File: src/rtl/datapath_sequencer.sv
// Instruction sequencer feeding the integer datapath: accepts instruction (+ optional
// immediate) words, drives the control word for RPT+1 execute cycles, latches C/N/Z.
module datapath_sequencer (
  input  logic        clk,
  input  logic        reset,
  input  logic        In_Valid,
  input  logic [15:0] In_Data,
  output logic        In_Ready,
  input  logic        C_In,
  input  logic        N_In,
  input  logic        Z_In,
  output logic        W_En,
  output logic        S_Sel,
  output logic [2:0]  W_Adr,
  output logic [2:0]  R_Adr,
  output logic [2:0]  S_Adr,
  output logic [3:0]  Alu_Op,
  output logic [15:0] DS,
  output logic        Flag_C,
  output logic        Flag_N,
  output logic        Flag_Z,
  output logic        Busy,
  output logic        Done
);

  localparam int unsigned DW = 16;
  localparam int unsigned AW = 3;
  localparam int unsigned OW = 4;
  localparam int unsigned CW = 2;

  localparam logic [1:0] S_IDLE = 2'd0;
  localparam logic [1:0] S_IMM  = 2'd1;
  localparam logic [1:0] S_EXEC = 2'd2;

  logic [1:0]    state_q, state_d;
  logic [CW-1:0] cnt_q, cnt_d;
  logic [OW-1:0] op_q, op_d;
  logic [AW-1:0] wadr_q, wadr_d;
  logic [AW-1:0] radr_q, radr_d;
  logic [AW-1:0] sadr_q, sadr_d;
  logic          ssel_q, ssel_d;
  logic [DW-1:0] ds_q, ds_d;
  logic [2:0]    flags_q, flags_d;
  logic          done_q, done_d;
  logic          xfer_c;

  assign In_Ready = reset & ((state_q == S_IDLE) | (state_q == S_IMM));
  assign xfer_c   = In_Valid & In_Ready;

  // Next-state and control-word decode
  always_comb begin
    state_d = state_q;
    cnt_d   = cnt_q;
    op_d    = op_q;
    wadr_d  = wadr_q;
    radr_d  = radr_q;
    sadr_d  = sadr_q;
    ssel_d  = ssel_q;
    ds_d    = ds_q;
    flags_d = flags_q;
    done_d  = 1'b0;
    case (state_q)
      S_IDLE: begin
        if (xfer_c) begin
          op_d    = In_Data[15:12];
          wadr_d  = In_Data[11:9];
          radr_d  = In_Data[8:6];
          sadr_d  = In_Data[5:3];
          ssel_d  = In_Data[2];
          cnt_d   = In_Data[1:0];
          ds_d    = '0;
          state_d = In_Data[2] ? S_IMM : S_EXEC;
        end
      end
      S_IMM: begin
        if (xfer_c) begin
          ds_d    = In_Data;
          state_d = S_EXEC;
        end
      end
      S_EXEC: begin
        // Every execute edge overwrites the flags; the final repeat's value survives.
        flags_d = {C_In, N_In, Z_In};
        if (cnt_q == '0) begin
          state_d = S_IDLE;
          done_d  = 1'b1;
        end else begin
          cnt_d = cnt_q - CW'(1);
        end
      end
      default: state_d = S_IDLE;
    endcase
  end

  always_ff @(posedge clk or negedge reset) begin
    if (!reset) begin
      state_q <= S_IDLE;
      cnt_q   <= '0;
      op_q    <= '0;
      wadr_q  <= '0;
      radr_q  <= '0;
      sadr_q  <= '0;
      ssel_q  <= 1'b0;
      ds_q    <= '0;
      flags_q <= '0;
      done_q  <= 1'b0;
    end else begin
      state_q <= state_d;
      cnt_q   <= cnt_d;
      op_q    <= op_d;
      wadr_q  <= wadr_d;
      radr_q  <= radr_d;
      sadr_q  <= sadr_d;
      ssel_q  <= ssel_d;
      ds_q    <= ds_d;
      flags_q <= flags_d;
      done_q  <= done_d;
    end
  end

  assign W_En   = (state_q == S_EXEC);
  assign Busy   = (state_q != S_IDLE);
  assign Done   = done_q;
  assign S_Sel  = ssel_q;
  assign W_Adr  = wadr_q;
  assign R_Adr  = radr_q;
  assign S_Adr  = sadr_q;
  assign Alu_Op = op_q;
  assign DS     = ds_q;
  assign Flag_C = flags_q[2];
  assign Flag_N = flags_q[1];
  assign Flag_Z = flags_q[0];

endmodule
File: config.mk
export PLATFORM = sky130hd
export DESIGN_NAME = datapath_sequencer
export DESIGN_NICKNAME = d
export VERILOG_FILES = /design/src/rtl/datapath_sequencer.sv
export SDC_FILE = /design/constraint.sdc
export NUM_CORES = 1
export LEC_CHECK = 0
export BUFFER_PORTS_ARGS = -buffer_cell sky130_fd_sc_hd__clkbuf_2
export CAP_MARGIN = 20
export CORE_MARGIN = 1.5
export CORE_UTILIZATION = 35
export CTS_CLUSTER_DIAMETER = 50
export DETAILED_ROUTE_END_ITERATION = 8
export SLEW_MARGIN = 25
export SYNTH_ARGS = -nofsm -noshare
export SYNTH_HDL_FRONTEND = slang
export SYNTH_SLANG_ARGS = --single-unit
File: constraint.sdc
create_clock -name clk -period 2.05 [get_ports clk]
set_clock_uncertainty 0.2 [all_clocks]
set_input_delay 0.41 -clock clk [delete_from_list [all_inputs] [get_ports clk]]
set_output_delay 0.41 -clock clk [all_outputs]
set_load 0.01 [all_outputs]
# After elaboration in Yosys (flattened, before gate mapping)
# Index checks and enable logic that the tools add are counted.
# classes
muxes	13
n_reduce_logical	9
n_bitwise	3
n_addsub	1
eq_ne	6
# ops
op	count
two-way mux 16 bit	2
case mux 16 bit (2 select lines)	1
two-way mux 2 bit	6
AND reduction 3 bit	3
inequality test 2 bit, second input constant	3
case mux 2 bit (3 select lines)	1
nonzero test 2 bit	3
zero test 2 bit	2
case mux 2 bit (2 select lines)	1
bitwise AND 1 bit	2
== test 2 x 1 -> 1 bit, second input constant	1
== test 2 bit, second input constant	1
two-way mux 1 bit	2
inequality test 2 x 1 -> 1 bit, second input constant	1
AND reduction 2 bit	1
subtractor 2 x 1 -> 2 bit, second input constant	1
bitwise OR 1 bit	1
# totals
regBits	38
input_bits	22
output_inout_bits	37

# Longest topological paths before layout
# logic_depth
word_depth	6
depth_mapped	5
ltp_nobuf	5

# Worst setup path before layout
# Ideal clock, no wire load.
# synth_path
path_type	reg-to-reg
from	register state_q[0]
to	register cnt_q[0]
stages_incl_launch_ff	5
setup_time_ns	0.126
synth_period_minus_slack_ns	1.468
t_arrival_ns	1.142
path_buffers	1
slack_ns	0.582
cell_sequence	dfrtp_1 > and4bb_2 > clkbuf_2 > nor3_1 > a221o_1
# synth_via
elab_chain_len	6
word_cells_on_any_way	11
classes_between	4 x eq/ne; 1 x mux; 3 x bitwise; 3 x reduce/logical
# synth_rtl
item	line	rtl
start: declaration	35	logic [1:0] state_q, state_d;
start signal: assignment	108	state_q <= state_d;
== test 2 x 1 -> 1 bit or zero test 2 bit (tied branches)	47, 62	
bitwise OR 1 bit	47	assign In_Ready = reset & ((state_q == S_IDLE) | (state_q == S_IMM));
bitwise AND 1 bit	47	
bitwise AND 1 bit	48	assign xfer_c = In_Valid & In_Ready;
inequality test 2 bit (no line)	--	
AND reduction 3 bit (no line)	--	
end signal: assignment	109	cnt_q <= cnt_d;
end: declaration	36	logic [CW-1:0] cnt_q, cnt_d;
# Several ways; a longest one is shown, not always the timed one.
# A chain may end at the register's enable or synchronous reset.

# Final worst setup path
# layout_path
from	register state_q[1]
to	output W_En
# layout_via
elab_chain_len	1
# layout_rtl
item	line	rtl
== test 2 bit	121	assign W_En = (state_q == S_EXEC);
end: declaration	12	output logic W_En,
# Every way passes these cells.

==> impl_metrics.env <==
export IMPL_status="finished, final reports clean"
export IMPL_worst_setup_path_type="flop to output port"
export IMPL_startpoint_type="flop"
export IMPL_rsz0062_at_grt="no"
export IMPL_grt_max_degree=27
export IMPL_clk_latency_ns=0.29
export IMPL_rows=24
export IMPL_yosysUniqueCellTypes=24
export IMPL_antenna_cells=0
export IMPL_setup_viol=0
export IMPL_drt_iter0_markers=44
export IMPL_tns_ns=0
export IMPL_cts_sinks=38
export IMPL_final_nets=247
export IMPL_finalCritPeriodShare_pct=90.3
export IMPL_finalHoldViolCount=0
export IMPL_h_tree_depth=2
export IMPL_power_density_nw_per_um2=1400
export IMPL_cts_tree="built"
export IMPL_postRouteAntennaNets=0
export IMPL_worst_ep_arrival_time_ns=1.24
export IMPL_vias=1236
export IMPL_ys_seq_elements=38
export IMPL_drt_pass1_iter_count=4
export IMPL_clock_fmax_mhz=540
export IMPL_viasPerCell=4.46
export IMPL_cts_root_buf="clkbuf_8"
export IMPL_worstMarginPinSlew_ns=0.317
export IMPL_grt_pass1_wl_mm=5.99
export IMPL_ir_drop_v=0.000664
export IMPL_start_util_pct=36.0
export IMPL_path_clk_slew_ns=0.08
export IMPL_grt_pass1_vias=1250
export IMPL_max_cap_violations=0
export IMPL_ys_seq_area_share_pct=61.1
export IMPL_coreArea_um2=4320
export IMPL_grtUsageTotal_pct=15.7
export IMPL_synthCells=160
export IMPL_avgRoutedWirePerCell_um=12.1
export IMPL_portBuffers=58
export IMPL_synth_edf_count=0
export IMPL_avgSynthCellArea_um2=9.72
export IMPL_relSlewSlack_pct=78.9
export IMPL_numCtsBuffers=5
export IMPL_hold_class="input pin to flop"
export IMPL_cp_end_kind="output port"
export IMPL_slew_violations=0
export IMPL_p_leak_nw=1.09
export IMPL_chipHeight_um=69.7
export IMPL_syn_num_nets=183
export IMPL_chipWidth_um=69.7
export IMPL_syn_cell_area_um2=1560
export IMPL_syn_to_final_growth_pct=32.9
export IMPL_io_pins=59
export IMPL_min_period_ns=1.85
export IMPL_gr_total_overflow=0
export IMPL_path_max_fanout=8
export IMPL_yosys_warnings=0
export IMPL_finalWirelength_mm=3.36
export IMPL_die_area_um2=4850
export IMPL_postSynth_asyncResetShare_pct=100
export IMPL_layoutNonFillerInstCount=277
export IMPL_antenna_found_initial=0
export IMPL_place_congestion=0.723
export IMPL_drive_gt1_share_pct=36.0
export IMPL_final_common_cell="nand2_1"
export IMPL_dp_cells=268
export IMPL_drc=0
export IMPL_crit_required_ns=1.44
export IMPL_post_dp_hpwl_mm=2.55
export IMPL_final_cell_mix="nand2_1, clkbuf_2, dfrtp_1"
export IMPL_synth_ff_type="dfrtp_1"
export IMPL_cts_buffer_depth=2
-- cells by family after synthesis --
group | after synthesis | synth area share (%)
buffers and inverters | 12 | 3.94
multiplexers | 4 | 2.82
AND/OR/NAND/NOR | 84 | 23.3
AO/OA/AOI/OAI | 21 | 7.97
adder cells (fa/ha/maj) | 1 | 0.804
flip-flops | 38 | 61.1
-- sequential cells by signal, indices dropped and copies added, names as in the netlist --
signal   cells
DS          16
R_Adr        3
state_q      2
Done         1
cnt_q        2
flags_q      3
Alu_Op       4
S_Sel        1
S_Adr        3
W_Adr        3
-- repair_timing --
| action | 4_1_cts | 5_1_grt |
|---|---|---|
| resized for setup | 0 | 1 |
| setup endpoints to repair | 0 | 1 |
| endpoints found under the hold margin | 38 | 0 |
| hold buffers | 1 | 0 |
| setup buffers | 0 | 0 |
-- synth_stat cells (2+ instances only) --
library cell	instances	area share, %
nor2b_1	4	1.6
clkbuf_2	2	0.64
mux2_2	3	2.2
inv_1	2	0.48
buf_4	2	0.97
dfrtp_1	38	61
buf_2	5	1.6
nand2_1	71	17
o21ai_0	16	5.1
nor3_1	3	0.97
-- final timing paths --
kind	start	endpoint	slack, ns	depth (start not counted)
setup / recovery	state_q[1]	W_En	0.20	2
hold / removal	In_Data[5]	S_Adr[2]	0.12	3
setup reg to reg	cnt_q[0]	cnt_q[0]	0.47	5
hold reg to reg	Alu_Op[1]	Alu_Op[1]	0.28	2
max in group asynchronous	reset	DS[7]	0.86	3
min in group asynchronous	reset	state_q[1]	0.49	3
-- worst max-delay path: stages, from the launching register on --
cell and delay, ns:
dfrtp_1 0.43, nor2b_2 0.33, clkbuf_2 0.19
-- per-stage QoR --
step	utilization [%]	total power [mW]	setup WS (ns)	area [µm²]	hold slack [ns]
2_1_floorplan	-	1.76	0.582	1560	-0.0856
3_3_place_gp	44.3	2.16	0.350	1920	0.238
3_5_place_dp	44.3	2.17	0.364	1920	0.246
4_1_cts	47.7	2.94	0.0300	2060	0.111
5_1_grt	47.8	3.13	0.0815	2070	0.129
6_report	47.8	2.90	0.199	2070	0.119
-- power by group --
group	leakage (nW)	internal [mW]	switching, mW
combinational	0.536	0.441	0.534
sequential	0.491	1.02	0.152
clock	0.0683	0.487	0.271
total	1.09	1.95	0.956
-- area by class of cell --
type | count | area, µm²
clock buffers | 5 | 68.8
multi-input cells | 110 | 546
inverters | 2 | 7.51
clock inverters | 3 | 68.8
fillers | 441 | 2260
flip-flops and latches | 38 | 951
repair buffers | 67 | 360
well taps | 52 | 65.1
-- layer usage --
| layer | up-vias | global-route usage [%] | routed length, µm |
|---|---|---|---|
| met2 | 31 | 23.4 | 1560 |
| met5 | - | 0 | 0 |
| met4 | 0 | 7.05 | 63 |
| li1 | 642 | - | - |
| met1 | 556 | 21.7 | 1590 |
| met3 | 7 | 3.78 | 146 |
Power figures use the tool's default switching activity.
